[config.mk]
export PLATFORM = sky130hd
export DESIGN_NAME = ddr3_byte_bridge
export DESIGN_NICKNAME = d
export VERILOG_FILES = /design/src/rtl/ddr3_byte_bridge.sv
export SDC_FILE = /design/constraint.sdc
export NUM_CORES = 1
export LEC_CHECK = 0
export BUFFER_PORTS_ARGS = -buffer_cell sky130_fd_sc_hd__buf_2
export CAP_MARGIN = 5
export CORE_AREA = 2 2 143 173
export DETAILED_ROUTE_END_ITERATION = 10
export DIE_AREA = 0 0 145 175
export GPL_ROUTABILITY_DRIVEN = 0
export PLACE_DENSITY = 0.62
export SLEW_MARGIN = 25
export SYNTH_ARGS = -nofsm -noshare
export SYNTH_HDL_FRONTEND = slang
export SYNTH_SLANG_ARGS = --single-unit
[constraint.sdc]
create_clock -name clk -period 3.8 [get_ports clk]
set_input_delay 0.57 -clock clk [delete_from_list [all_inputs] [get_ports clk]]
set_output_delay 0.57 -clock clk [all_outputs]
set_load 0.02 [all_outputs]
[src/rtl/ddr3_byte_bridge.sv]
// ddr3_byte_bridge
//   Memory-side responder for the slot subsystem's byte-wide ddr3_* port.
//   Each byte read or write becomes one single-beat 64-bit Avalon-MM access
//   on the DDRAM port. A one-line (8-byte) write-through read cache lets
//   sequential byte reads inside the same 64-bit word finish without DDR3.
//
// Ports
//   clk, reset        system clock, synchronous active-high reset
//   ddr3_addr[27:0]   byte address from the initiator
//   ddr3_rd/ddr3_wr   read/write strobes, sampled only while ddr3_ready=1
//   ddr3_din[7:0]     write data
//   ddr3_dout[7:0]    read data (registered)
//   ddr3_ready        1 = idle / previous access complete
//   ddr3_request      initiator owns DDR3; 0 = strobes ignored, cache dropped
//   DDRAM_*           single-beat Avalon-MM master (BUSY = waitrequest)
//
// Handshake
//   Initiator side: an access is accepted on an edge where ddr3_ready=1,
//   ddr3_request=1 and a strobe is high. Strobes seen while ddr3_ready=0 are
//   dropped, not queued. Avalon side: DDRAM_RD/DDRAM_WE and their address,
//   data and byte enables stay stable until an edge with DDRAM_BUSY=0.
//   DDRAM_DOUT_READY is only honoured in RD_WAIT.

module ddr3_byte_bridge #(
    parameter logic [28:0] BASE_ADDR = 29'h0600_0000
) (
    input  logic        clk,
    input  logic        reset,
    input  logic [27:0] ddr3_addr,
    input  logic        ddr3_rd,
    input  logic        ddr3_wr,
    input  logic [7:0]  ddr3_din,
    output logic [7:0]  ddr3_dout,
    output logic        ddr3_ready,
    input  logic        ddr3_request,
    input  logic        DDRAM_BUSY,
    output logic [7:0]  DDRAM_BURSTCNT,
    output logic [28:0] DDRAM_ADDR,
    output logic        DDRAM_RD,
    input  logic [63:0] DDRAM_DOUT,
    input  logic        DDRAM_DOUT_READY,
    output logic [63:0] DDRAM_DIN,
    output logic [7:0]  DDRAM_BE,
    output logic        DDRAM_WE
);

    typedef enum logic [1:0] {
        IDLE    = 2'd0,
        RD_REQ  = 2'd1,
        RD_WAIT = 2'd2,
        WR_REQ  = 2'd3
    } state_t;

    state_t      state;

    // Cache line: one 64-bit word, tagged with its byte-address bits [27:3].
    logic [63:0] line;
    logic [24:0] tag;
    logic        valid;

    // Request fields latched at accept, used when the read data returns.
    logic [24:0] pend_tag;
    logic [2:0]  pend_sel;

    logic        hit;
    logic [28:0] word_addr;

    assign DDRAM_BURSTCNT = 8'd1;
    assign hit            = valid && (tag == ddr3_addr[27:3]);
    // 29-bit add: wraps modulo 2^29 by construction.
    assign word_addr      = BASE_ADDR + {4'b0000, ddr3_addr[27:3]};

    always_ff @(posedge clk) begin
        if (reset) begin
            state      <= IDLE;
            ddr3_ready <= 1'b1;
            ddr3_dout  <= 8'hFF;
            DDRAM_RD   <= 1'b0;
            DDRAM_WE   <= 1'b0;
            DDRAM_BE   <= 8'h00;
            DDRAM_ADDR <= 29'h0;
            DDRAM_DIN  <= 64'h0;
            line       <= 64'h0;
            tag        <= 25'h0;
            valid      <= 1'b0;
            pend_tag   <= 25'h0;
            pend_sel   <= 3'h0;
        end else begin
            case (state)
                IDLE: begin
                    if (ddr3_request && (ddr3_rd || ddr3_wr)) begin
                        if (ddr3_wr) begin
                            // Write wins over a simultaneous read.
                            ddr3_ready <= 1'b0;
                            DDRAM_WE   <= 1'b1;
                            DDRAM_ADDR <= word_addr;
                            DDRAM_DIN  <= {8{ddr3_din}};
                            DDRAM_BE   <= 8'b1 << ddr3_addr[2:0];
                            if (hit) begin
                                line[{ddr3_addr[2:0], 3'b000} +: 8] <= ddr3_din;
                            end
                            state      <= WR_REQ;
                        end else if (hit) begin
                            // Zero-wait hit: ready never drops.
                            ddr3_dout <= line[{ddr3_addr[2:0], 3'b000} +: 8];
                        end else begin
                            ddr3_ready <= 1'b0;
                            DDRAM_RD   <= 1'b1;
                            DDRAM_ADDR <= word_addr;
                            pend_tag   <= ddr3_addr[27:3];
                            pend_sel   <= ddr3_addr[2:0];
                            state      <= RD_REQ;
                        end
                    end
                end
                RD_REQ: begin
                    if (!DDRAM_BUSY) begin
                        DDRAM_RD <= 1'b0;
                        state    <= RD_WAIT;
                    end
                end
                RD_WAIT: begin
                    if (DDRAM_DOUT_READY) begin
                        line       <= DDRAM_DOUT;
                        tag        <= pend_tag;
                        valid      <= 1'b1;
                        ddr3_dout  <= DDRAM_DOUT[{pend_sel, 3'b000} +: 8];
                        ddr3_ready <= 1'b1;
                        state      <= IDLE;
                    end
                end
                WR_REQ: begin
                    if (!DDRAM_BUSY) begin
                        DDRAM_WE   <= 1'b0;
                        DDRAM_BE   <= 8'h00;
                        ddr3_ready <= 1'b1;
                        state      <= IDLE;
                    end
                end
                default: state <= IDLE;
            endcase

            // Losing ownership invalidates the line; placed last so it also
            // overrides a fill completing in the same cycle.
            if (!ddr3_request) begin
                valid <= 1'b0;
            end
        end
    end

endmodule

* Word-level counts from Yosys, hierarchy flattened
Cells that the tools add are included.
Storage, ports and cells: output and inout bits 120, flip-flop bits (word level) 232, bits of input ports 107, logic and storage cells 94
Cells by class: shifts and indexed selects 5, reductions and logical operators 19, equal/unequal tests 14, bitwise logic cells 3, add/sub/neg operators 2, multiplexer cells 38
Operators with widths (count):
- $mux W64 | 4
- $pmux W64 S2 | 1
- $shiftx A64 B7 Y8 | 2
- $bwmux W64 | 1
- $shift A8 B8 Y64 const A | 1
- $shiftx A8 B8 Y64 | 1
- $mux W29 | 2
- $mux W8 | 7
- $pmux W8 S2 | 2
- $add A27 B25 Y28 const A | 1
- $eq A25 B25 Y1 | 1
- $reduce_and A5 Y1 | 5
- $ne A2 B2 Y1 const B | 9
- $mux W2 | 6
- $mux W1 | 11
- $neg A6 Y8 | 1
- $pmux W2 S4 | 1
- $reduce_and A4 Y1 | 2
- $shl A1 B3 Y8 const A | 1
- $reduce_and A3 Y1 | 2
- $reduce_bool A2 Y1 | 3
- $eq A2 B2 Y1 const B | 2
- $pmux W1 S2 | 2
- $ne A3 B3 Y1 const B | 1
- 9 further kinds | 12

* Depth between registers and ports, before layout
Gate-level depths: netlist (run 1).
word-level depth 7, depth in mapped cells 12, mapped depth without buffers 9

* Least setup slack after synthesis (run 1)
Ideal clock, no wire load.
kind input -> register, from in ddr3_addr[1], to reg line[62], cell stages on the path 11, path buffers 3, data arrival time 3.155 ns, setup time 0.117 ns, setup slack 0.528 ns, data required time 3.683 ns, path through buf_1 > buf_1 > inv_1 > ha_1 > ha_1 > clkbuf_1 > nor4b_2 > nor2_1 > a21oi_1 > o22ai_1 > a22o_1
Between the ends: word-level cells in the longest chain between the ends 7, elaborated cells between the ends (all ways) 8, those cells by class 1 x add/sub; 2 x shift; 5 x mux
RTL lines:
- start, declared | RTL line 29 | input logic [27:0] ddr3_addr,
- $neg A6 Y8 * | RTL line 100 | line[{ddr3_addr[2:0], 3'b000} +: 8] <= ddr3_din;
- $shiftx A8 B8 Y64 or $shift A8 B8 Y64 (tied branches) | RTL line 100
- $bwmux W64 * | RTL line 100
- $mux W64 * | RTL line 99 | if (hit) begin
- $mux W64 * | RTL line 92 | if (ddr3_wr) begin
- $mux W64 * | RTL line 91 | if (ddr3_request && (ddr3_rd || ddr3_wr)) begin
- $pmux W64 S2 * | RTL line 89 | case (state)
- end signal, assigned by index | RTL line 100
- end, declared | RTL line 57 | logic [63:0] line;
Every way passes the cells marked *; elsewhere a longest branch is shown, timed or not. The select of a mux whose other input is x is not followed. A chain may end at the register's enable or synchronous reset.

* Final worst setup path (run 1)
from reg state[1], to reg line[6]
Between the ends: word-level cells in the longest chain between the ends 3, elaborated cells between the ends (all ways) 9, those cells by class 5 x eq/ne; 1 x mux; 3 x reduce/logical
RTL lines:
- start, declared | RTL line 54 | state_t state;
- start signal, assigned | RTL line 75 | state <= IDLE;
- start signal, assigned | RTL line 102 | state <= WR_REQ;
- start signal, assigned | RTL line 112 | state <= RD_REQ;
- $eq A2 B2 Y1 or $logic_not A2 Y1 (tied branches) | RTL line 89
- $ne A2 B2 Y1 (no line) or $reduce_bool A2 Y1 (tied branches)
- $reduce_and A5 Y1 (no line)
Several ways; a longest one is shown, not always the timed one.

==> results of run 1 <==
[cells by family after synthesis]
family                     share of synthesized area, %
AOI/OAI and AO/OA                                 20.98
xor gates and xnor gates                          2.058
adders and majority gates                        0.8949
buffers and inverters                             9.243
DFF                                               35.39
muxes                                             12.48
other                                           0.07674
and+or+nand+nor                                   18.88
[power groups by stage]
stage / combinational (mW) / clock (mW) / sequential [mW]
final: 0.987 / 1.79 / 2.03
after global routing: 1.06 / 1.89 / 2.04
after CTS: 0.985 / 1.81 / 2.02
after detailed placement: 0.981 / 0 / 2.06
after global placement: 0.968 / 0 / 2.06
after floorplan: 0.666 / 0 / 2.09
[cell usage after synthesis, types with 4 or more instances]
library cell | n | area (µm²)
o21ai_1 | 28 | 140.1
buf_1 | 6 | 22.52
a22o_1 | 37 | 324.1
buf_4 | 68 | 510.5
xor2_1 | 5 | 43.79
nor4b_2 | 4 | 60.06
ha_1 | 7 | 87.58
o21ai_0 | 25 | 125.1
nor2b_1 | 4 | 25.02
nor2_1 | 120 | 450.4
dfxtp_1 | 173 | 3463
mux2_2 | 8 | 90.09
nand3_1 | 35 | 175.2
a21o_1 | 29 | 217.7
clkbuf_1 | 69 | 259.0
a2bb2oi_1 | 8 | 70.07
inv_1 | 4 | 15.01
buf_2 | 15 | 75.07
a21oi_1 | 114 | 570.6
mux2i_1 | 41 | 410.4
mux4_2 | 32 | 720.7
nand2b_1 | 56 | 350.3
o22a_1 | 16 | 140.1
o22ai_1 | 16 | 100.1
xnor2_1 | 18 | 157.7
nand4_1 | 9 | 56.30
o21ai_2 | 6 | 52.55
nand2_1 | 98 | 367.9
a22oi_1 | 5 | 37.54
a32o_1 | 8 | 80.08
a211oi_1 | 9 | 67.56
nor3_1 | 37 | 185.2
[through the flow]
step | std cells | power [mW] | util [%]
finish | 1598 | 4.804 | 47.68
global route | 1597 | 4.992 | 47.67
CTS | 1597 | 4.824 | 47.67
detailed placement | 1565 | 3.046 | 45.14
global placement | 1565 | 3.029 | 45.14
floorplan | 1157 | 2.752 | -
[layout make-up]
type / instances / area [µm²]
Multi-Input combinational cell: 818 / 5470
Timing Repair Buffer: 247 / 1320
Tap cell: 320 / 400.4
Inverter: 7 / 26.28
Sequential cell: 173 / 3463
Clock inverter: 9 / 110.1
Fill cell: 2322 / 12380
Clock buffer: 23 / 488.0
Antenna cell: 1 / 2.502
[cells in the final DEF, fill, tap and decap left out, types with 28 or more instances in the layout]
| cell type | count |
|---|---|
| nor2_1 | 118 |
| a22o_1 | 37 |
| dfxtp_1 | 173 |
| nand2b_1 | 55 |
| o21ai_1 | 28 |
| buf_4 | 31 |
| nand2_1 | 98 |
| mux2i_1 | 41 |
| a21o_1 | 29 |
| mux4_2 | 32 |
| a21oi_1 | 114 |
| buf_2 | 215 |
| nand3_1 | 35 |
| nor3_1 | 37 |
[worst reg2reg max path, stage by stage, from the launching register on]
cell and delay, ns:
dfxtp_1 0.72, a21oi_1 0.13, a211o_1 0.27, nor4_1 0.37, nand4_1 0.15, buf_4 0.34
a22oi_2 0.60, a22o_1 0.23
[flip-flops by register name, indices dropped and copies added, names as in the netlist]
name / flops
DDRAM_DIN: 8
ddr3_ready: 1
state: 2
line: 64
pend_tag: 25
DDRAM_BE: 8
pend_sel: 3
DDRAM_RD: 1
DDRAM_ADDR: 26
valid: 1
ddr3_dout: 8
DDRAM_WE: 1
tag: 25
[final timing paths]
check                                start                   endpoint  slack (ns)  depth (start not counted)
hold reg to reg   pend_tag[5]$_SDFFE_PP0P_        tag[5]$_SDFFE_PP0P_        0.45                          2
setup reg to reg     state[1]$_SDFFE_PP0P_       line[6]$_SDFFE_PP0P_        0.93                          7
setup / recovery     state[1]$_SDFFE_PP0P_       line[6]$_SDFFE_PP0P_        0.93                          7
hold / removal               ddr3_addr[23]  pend_tag[20]$_SDFFE_PP0P_        0.42                          3
[routing by layer]
| metal | track usage, % | vias to the layer above | share of wire, % |
|---|---|---|---|
| met5 | 0 | - | 0 |
| met4 | 10.93 | 0 | 3.8 |
| met3 | 3.681 | 67 | 5.9 |
| met2 | 40.48 | 378 | 49 |
| met1 | 30.72 | 4300 | 42 |
| li1 | - | 4265 | - |
==> impl_results.md, run 1 <==
- Net Sw Frac: 29.74%
- Outcome: completed
- Htree depth: 4
- First-pass GRT wire length: 47.86 mm
- RSZ-0062 raised after global routing: false
- Clk slew on worst S/H paths: 0.07 ns
- Distinct cells, synth: 57
- Vias in the first global route: 8417
- Slowest CP cell: dfxtp_1
- Clk root buf: clkbuf_16
- Seq/Total Area, Yosys: 35.39%
- Share of total power in combinational logic: 20.6%
- Leak: 4.702 nW
- ANT nets after route: 0
- Worst-margin pin slew: 0.9952 ns
- Layout cells sized above 1: 26.94%
- Postcts setup bufs: 0
- Clock network fraction of design power: 37.3%
- CORE AREA: 23660 µm²
- CTS buffer count: 17
- Remaining DRCs: 0
- Final WL: 31.52 mm
- Initial antenna violation count: 0
- Final WS setup: 0.9280 ns
- Clk Latency, worst-skew pair: 0.44 ns
- Post-Syn Area: 9787 µm²
- Fin crit share: 75.58%
- Die Ht: 175 µm
- GRT Total Usage: 24.12%
- Main synth FF type: dfxtp_1
- Int Pwr: 3.375 mW
- Routed wire length per instance: 19.72 µm
- Vias: 9010
- Post-synth ARST share: 0%
- Synth warnings: 0
- Final setup viols: 0
- Number of port buffers: 216
- CTS tree: built
- Mean Syn Cell Area: 8.518 µm²
- DR iter-0 viols: 796
- Max-capacitance violation count: 0
- Setup TNS: 0 ns
- Cell Pwr Density: 425.8 nW/µm²
- Register bit total from synthesis: 173
- Critical Path End Type: flip-flop
- Post-place setup slack: 0.8195 ns
- Detailed Routing Iterations Pass 1: 5
- Syn-to-layout area delta: 15.26%
- Cts repair resizes: 0
- Vias per cell: 5.638
- Layout Nets: 1378
- Total gr overflow: 0
- Final Cell Area: 11280 µm²
- Worst setup path class: flip-flop to flip-flop
- Min Clock Period, post-route: 2.872 ns
- Die width: 145 µm
- # IOs: 227
- Initial core utilization: 41.36%
- Final count of hold timing violations: 0
- Psw: 1.429 mW
- CP max FO: 40
- Rel. slew slack: 33.65%
- Crit path buffers/inverters: 1
- Fin Hold WS: 0.4165 ns
- Sink Count: 173
- Critical path's largest stage delay: 0.72 ns
- Crit path arrival time: 3.25 ns
- Placed inst area: 10680 µm²
- Sequential share of power: 42.2%
- Clock Skews: 0.01026 ns
- Longest Clk Path Bufs: 2
- Pin count of the biggest net entering global routing: 102
- IR drop worst, VDD: 0.0003365 V
- Gate Count Post-Synth: 1149
- Fmax: 348.2 MHz
- Hpwl dp: 21.92 mm
- Worst EP required: 4.17 ns
- Setup crit start kind: flip-flop
- Die area: 25380 µm²
- Post-synth EDFFs: 0
- Max-slew violation count: 0
- Cts hold-fix bufs: 0
- Min-Delay Path Class: input pin to flip-flop
- Worst path cell trace: a21oi_1 -> a211o_1 -> nor4_1 -> nand4_1 -> buf_4 -> a22oi_2 -> a22o_1
- Site Rows: 62
- Family with the most delay on the worst path: compound AO/OA/AOI/OAI gates
Power figures use the tool's default switching activity.
==> run 2: changes to the inputs <==
==> constraint.sdc (replaced) <==
create_clock -name clk -period 2.7 [get_ports clk]
set_input_delay 0.405 -clock clk [delete_from_list [all_inputs] [get_ports clk]]
set_output_delay 0.405 -clock clk [all_outputs]
set_load 0.02 [all_outputs]
==> impl_results.md, run 2 (same netlist as run 1, synthesis figures left out) <==
- # IOs: 227
- Outcome: completed
- Hpwl dp: 22.07 mm
- Worst-margin pin slew: 0.7069 ns
- Setup crit start kind: flip-flop
- Syn-to-layout area delta: 17.87%
- Share of total power in combinational logic: 21.3%
- Min-Delay Path Class: input pin to flip-flop
- CTS buffer count: 17
- Final WL: 31.69 mm
- Family with the most delay on the worst path: compound AO/OA/AOI/OAI gates
- Hold Path Origin: ddr3_addr[10]
- Final Cell Area: 11540 µm²
- Most common cell after layout, fill and taps aside: buf_2
- Setup TNS: 0 ns
- ANT cells: 0
- Die width: 145 µm
- Rel. slew slack: 52.81%
- Min Clock Period, post-route: 2.549 ns
- CORE AREA: 23660 µm²
- Worst setup path class: flip-flop to flip-flop
- Longest Clk Path Bufs: 2
- Leak: 4.840 nW
- Die Ht: 175 µm
- Crit path buffers/inverters: 1
- Clk slew on worst S/H paths: 0.07 ns
- Initial antenna violation count: 0
- Fmax: 392.2 MHz
- Fin crit share: 94.42%
- Hold Path Sink: pend_tag[7]$_SDFFE_PP0P_
- Placed inst area: 10950 µm²
- Site Rows: 62
- Post-place setup slack: 0.08457 ns
- FILL cells: 2295
- First-pass GRT wire length: 48.11 mm
- Max-slew violation count: 0
- Vias per cell: 5.555
- Final count of hold timing violations: 0
- Layout Nets: 1403
- Total gr overflow: 0
- RR Endpoint: line[12]$_SDFFE_PP0P_
- Most frequent cells in the layout: buf_2, dfxtp_1, nor2_1
- Detailed Routing Iterations Pass 1: 6
- Critical path's largest stage delay: 0.45 ns
- Worst path cell trace: nand2b_4 -> a211o_1 -> nor4_1 -> nand4_1 -> buf_12 -> o21ai_2 -> a22o_1
- Htree depth: 4
- Initial core utilization: 41.36%
- CP max FO: 40
- Vias: 9004
- GRT Total Usage: 24.37%
- Cts hold-fix bufs: 0
- Psw: 2.002 mW
- CTS tree: built
- RSZ-0062 raised after global routing: false
- R2R Setup Slk: 0.15 ns
- Largest regs: line x64, DDRAM_ADDR x26
- Layout cells sized above 1: 28.21%
- Reg with most FFs: line
- Vias in the first global route: 8594
- Net Sw Frac: 29.59%
- Clock Skews: 0.01235 ns
- Worst hold path depth: 3
- IR drop worst, VDD: 0.0004225 V
- Crit path arrival time: 2.93 ns
- Sequential share of power: 42.0%
- Clock network fraction of design power: 36.6%
- Pin count of the biggest net entering global routing: 69
- Max-capacitance violation count: 0
- Remaining DRCs: 0
- Slowest CP cell: nor4_1
- Routed wire length per instance: 19.55 µm
- Clk Latency, worst-skew pair: 0.43 ns
- Clk root buf: clkbuf_16
- ANT nets after route: 0
- Cell Pwr Density: 586.4 nW/µm²
- Final setup viols: 0
- DR iter-0 viols: 764
- Int Pwr: 4.762 mW
- Number of port buffers: 216
- Final WS setup: 0.1506 ns
- Worst EP required: 3.08 ns
- Reg2reg start: state[0]$_SDFFE_PP0P_
- Number of flip-flops in the largest register: 64
- Die area: 25380 µm²
- FF-to-FF path depth: 7
- Sink Count: 173
- Cts repair resizes: 0
- Critical Path End Type: flip-flop
- Postcts setup bufs: 0
==> run 2: cell count changes in the layout (fill, tap and decap cells not counted), moves of 3 or more <==
cell,before,now
buf_12,0,4
nor4b_4,0,3
buf_4,31,52
nor4b_2,5,2
==> run 2: layout make-up <==
| class | count | area, µm² | share of cell area, % |
|---|---|---|---|
| clock buffers | 23 | 478.0 | 4.143 |
| clock inverters | 8 | 107.6 | 0.9328 |
| inverters | 7 | 26.28 | 0.2278 |
| multi-input cells | 818 | 5503 | 47.70 |
| flip-flops and latches | 173 | 3463 | 30.02 |
| well taps | 320 | 400.4 | 3.471 |
| repair buffers | 272 | 1558 | 13.50 |
==> run 2: routing by layer <==
metal	track usage [%]	vias to the layer above	share of wire [%]
met1	29.99	4247	40
met5	0	-	0
met3	4.595	78	6.5
met2	40.48	378	49
met4	13.12	0	4.7
li1	-	4301	-
==> run 2: through the flow <==
stage	hold WS [ns]	power, mW	util [%]	instances
floorplan	0.4201	3.884	-	1157
global route	0.2494	7.059	48.76	1621
global placement	0.4348	4.312	46.28	1590
finish	0.2609	6.764	48.76	1621
CTS	0.2446	6.811	48.76	1621
detailed placement	0.4407	4.334	46.28	1590
==> run 2: worst reg2reg max path, delay by kind of cell (launching register included) <==
family          cells  cell delay (ns)
buf+inv             1             0.25
compound gates      3             1.01
flops               1             0.37
simple gates        3             0.87
==> run 2: power groups by stage <==
stage               sequential (mW)  clock, mW  combinational (mW)
floorplan                      2.94          0               0.949
global placement               2.89          0                1.42
detailed placement             2.90          0                1.44
CTS                            2.84       2.53                1.44
global route                   2.87       2.64                1.55
finish                         2.84       2.48                1.44
==> run 2: worst max path at each step <==
stage / from / to / slack (ns) / cells past startpoint
2_1_floorplan: ddr3_addr[1] / line[62]$_SDFFE_PP0P_ / 0.06 / 11
3_3_place_gp: ddr3_addr[11] / line[61]$_SDFFE_PP0P_ / 0.13 / 8
3_5_place_dp: ddr3_addr[11] / line[12]$_SDFFE_PP0P_ / 0.08 / 8
4_1_cts: state[1]$_SDFFE_PP0P_ / line[12]$_SDFFE_PP0P_ / 0.21 / 7
5_1_grt: state[1]$_SDFFE_PP0P_ / line[22]$_SDFFE_PP0P_ / 0.05 / 7
6_report: state[0]$_SDFFE_PP0P_ / line[12]$_SDFFE_PP0P_ / 0.15 / 7
==> run 3: changes to the inputs <==
--- a/config.mk
+++ b/config.mk
@@ -7,11 +7,13 @@
 export LEC_CHECK = 0
 export BUFFER_PORTS_ARGS = -buffer_cell sky130_fd_sc_hd__buf_2
 export CAP_MARGIN = 5
-export CORE_AREA = 2 2 143 173
+export CELL_PAD_IN_SITES_DETAIL_PLACEMENT = 0
+export CELL_PAD_IN_SITES_GLOBAL_PLACEMENT = 1
+export CORE_AREA = 2 2 146 177
 export DETAILED_ROUTE_END_ITERATION = 10
-export DIE_AREA = 0 0 145 175
+export DIE_AREA = 0 0 148 179
 export GPL_ROUTABILITY_DRIVEN = 0
-export PLACE_DENSITY = 0.62
+export PLACE_DENSITY = 0.77
 export SLEW_MARGIN = 25
 export SYNTH_ARGS = -nofsm -noshare
 export SYNTH_HDL_FRONTEND = slang
==> impl_results.md, run 3 (same netlist as run 1, synthesis figures left out) <==
- Worst EP required: 3.07 ns
- Worst Setup EP: line[42]$_SDFFE_PP0P_
- Crit path arrival time: 2.78 ns
- Number of flip-flops in the largest register: 64
- Critical Path End Type: flip-flop
- Postcts setup bufs: 0
- Most frequent cells in the layout: buf_2, dfxtp_1, nor2_1
- Reg with most FFs: line
- Worst Setup SP: state[1]$_SDFFE_PP0P_
- Share of total power in combinational logic: 20.7%
- Cts hold-fix bufs: 0
- Clk Latency, worst-skew pair: 0.44 ns
- Min-Delay Path Class: input pin to flip-flop
- R2R Setup Slk: 0.29 ns
- Sequential share of power: 41.0%
- Detailed Routing Iterations Pass 1: 7
- Remaining DRCs: 0
- Clk slew on worst S/H paths: 0.07 ns
- Setup TNS: 0 ns
- Min Clock Period, post-route: 2.412 ns
- Htree depth: 4
- Die Ht: 179 µm
- Layout cells sized above 1: 28.38%
- Vias: 9086
- Syn-to-layout area delta: 18.33%
- Final WL: 32.36 mm
- First-pass GRT wire length: 49.30 mm
- Reg2reg start: state[1]$_SDFFE_PP0P_
- Pin count of the biggest net entering global routing: 74
- Fmax: 414.7 MHz
- Final count of hold timing violations: 0
- Post-place setup slack: 0.1408 ns
- Vias in the first global route: 8426
- ANT nets after route: 0
- RSZ-0062 raised after global routing: false
- Die area: 26490 µm²
- DP Cell Count: 1598
- CP max FO: 40
- Hpwl dp: 22.33 mm
- Routed wire length per instance: 19.84 µm
- Post-route insts no fill: 1631
- Leak: 4.867 nW
- Outcome: completed
- RR Endpoint: line[42]$_SDFFE_PP0P_
- GRT Total Usage: 24.11%
- Vias per cell: 5.571
- Site Rows: 64
- Die width: 148 µm
- Sink Count: 173
- Fin crit share: 89.32%
- CTS tree: built
- Cell Pwr Density: 599.2 nW/µm²
- Net Sw Frac: 30.69%
- Setup crit start kind: flip-flop
- Clk root buf: clkbuf_16
- Final WS setup: 0.2885 ns
- Total gr overflow: 0
- Max-capacitance violation count: 0
- FF-to-FF path depth: 7
- DR iter-0 viols: 700
- IR drop worst, VDD: 0.0003983 V
- CTS buffer count: 17
- # IOs: 227
- Worst-margin pin slew: 1.008 ns
- Clock network fraction of design power: 38.3%
- Initial core utilization: 39.17%
- Initial antenna violation count: 1
- Rel. slew slack: 32.77%
- Cts repair resizes: 0
- Tot Pwr: 6.939 mW
- Layout Nets: 1401
- Longest Clk Path Bufs: 2
- Psw: 2.130 mW
- Most common cell after layout, fill and taps aside: buf_2
- Clock Skews: 0.01627 ns
- Hold Path Origin: ddr3_addr[11]
- Int Pwr: 4.809 mW
- CORE AREA: 24980 µm²
- Number of port buffers: 216
- Final setup viols: 0
- Worst setup path class: flip-flop to flip-flop
- Max-slew violation count: 0
- Largest regs: line x64, DDRAM_ADDR x26
## run 3: changes by cell type in the layout (fill, tap and decap cells not counted), sizes merged
| cell | change |
|---|---|
| clkbuf | -6 |
| clkinv | +4 |
| bufinv | +1 |
| diode | +1 |
| inv | +5 |
| clkinvlp | -3 |
| buf | -2 |
## run 3: worst min-delay path by stage
stage	endpoint	slack, ns	cells past startpoint
floorplan	line[0]$_SDFFE_PP0P_	0.42	2
detailed placement	line[7]$_SDFFE_PP0P_	0.44	2
global route	pend_tag[3]$_SDFFE_PP0P_	0.25	3
finish	pend_tag[8]$_SDFFE_PP0P_	0.25	3
CTS	pend_tag[8]$_SDFFE_PP0P_	0.23	3
global placement	tag[16]$_SDFFE_PP0P_	0.44	2
## run 3: metal layers
| metal | vias to the layer above | part of all wire (%) | GRT usage [%] |
|---|---|---|---|
| met2 | 385 | 49 | 40.66 |
| met1 | 4344 | 41 | 30.52 |
| li1 | 4301 | - | - |
| met3 | 56 | 6.5 | 4.173 |
| met4 | 0 | 3.7 | 10.12 |
| met5 | - | 0 | 0 |
## run 3: area by class of cell
class,instances,area [µm²]
antenna,1,2.502
clock buffer,17,425.4
clock inverter,15,205.2
fill,2522,13400
inverter,7,26.28
multi-input combinational,818,5503
sequential,173,3463
tap,330,412.9
timing repair buffer,270,1543
## run 3: worst max-delay path, stage by stage (launching register included)
cell	delay [ns]
dfxtp_1	0.49
a21oi_1	0.11
a211o_1	0.25
nor4_1	0.34
nand4_1	0.20
buf_12	0.24
o21ai_2	0.47
a22o_1	0.24
## run 3: stage by stage
step           hold WS, ns  cell area, µm²  utilization, %
3_5_place_dp        0.4393           10950           43.82
3_3_place_gp        0.4352           10950           43.82
2_1_floorplan       0.4201            9861               -
6_report            0.2529           11580           46.35
4_1_cts             0.2288           11580           46.34
5_1_grt             0.2451           11580           46.35
## run 3: power groups by stage
stage / clock network (mW) / logic, mW / registers [mW]
3_5_place_dp: 0 / 1.43 / 2.90
5_1_grt: 2.81 / 1.55 / 2.87
3_3_place_gp: 0 / 1.41 / 2.90
4_1_cts: 2.71 / 1.43 / 2.84
2_1_floorplan: 0 / 0.949 / 2.94
6_report: 2.66 / 1.43 / 2.84
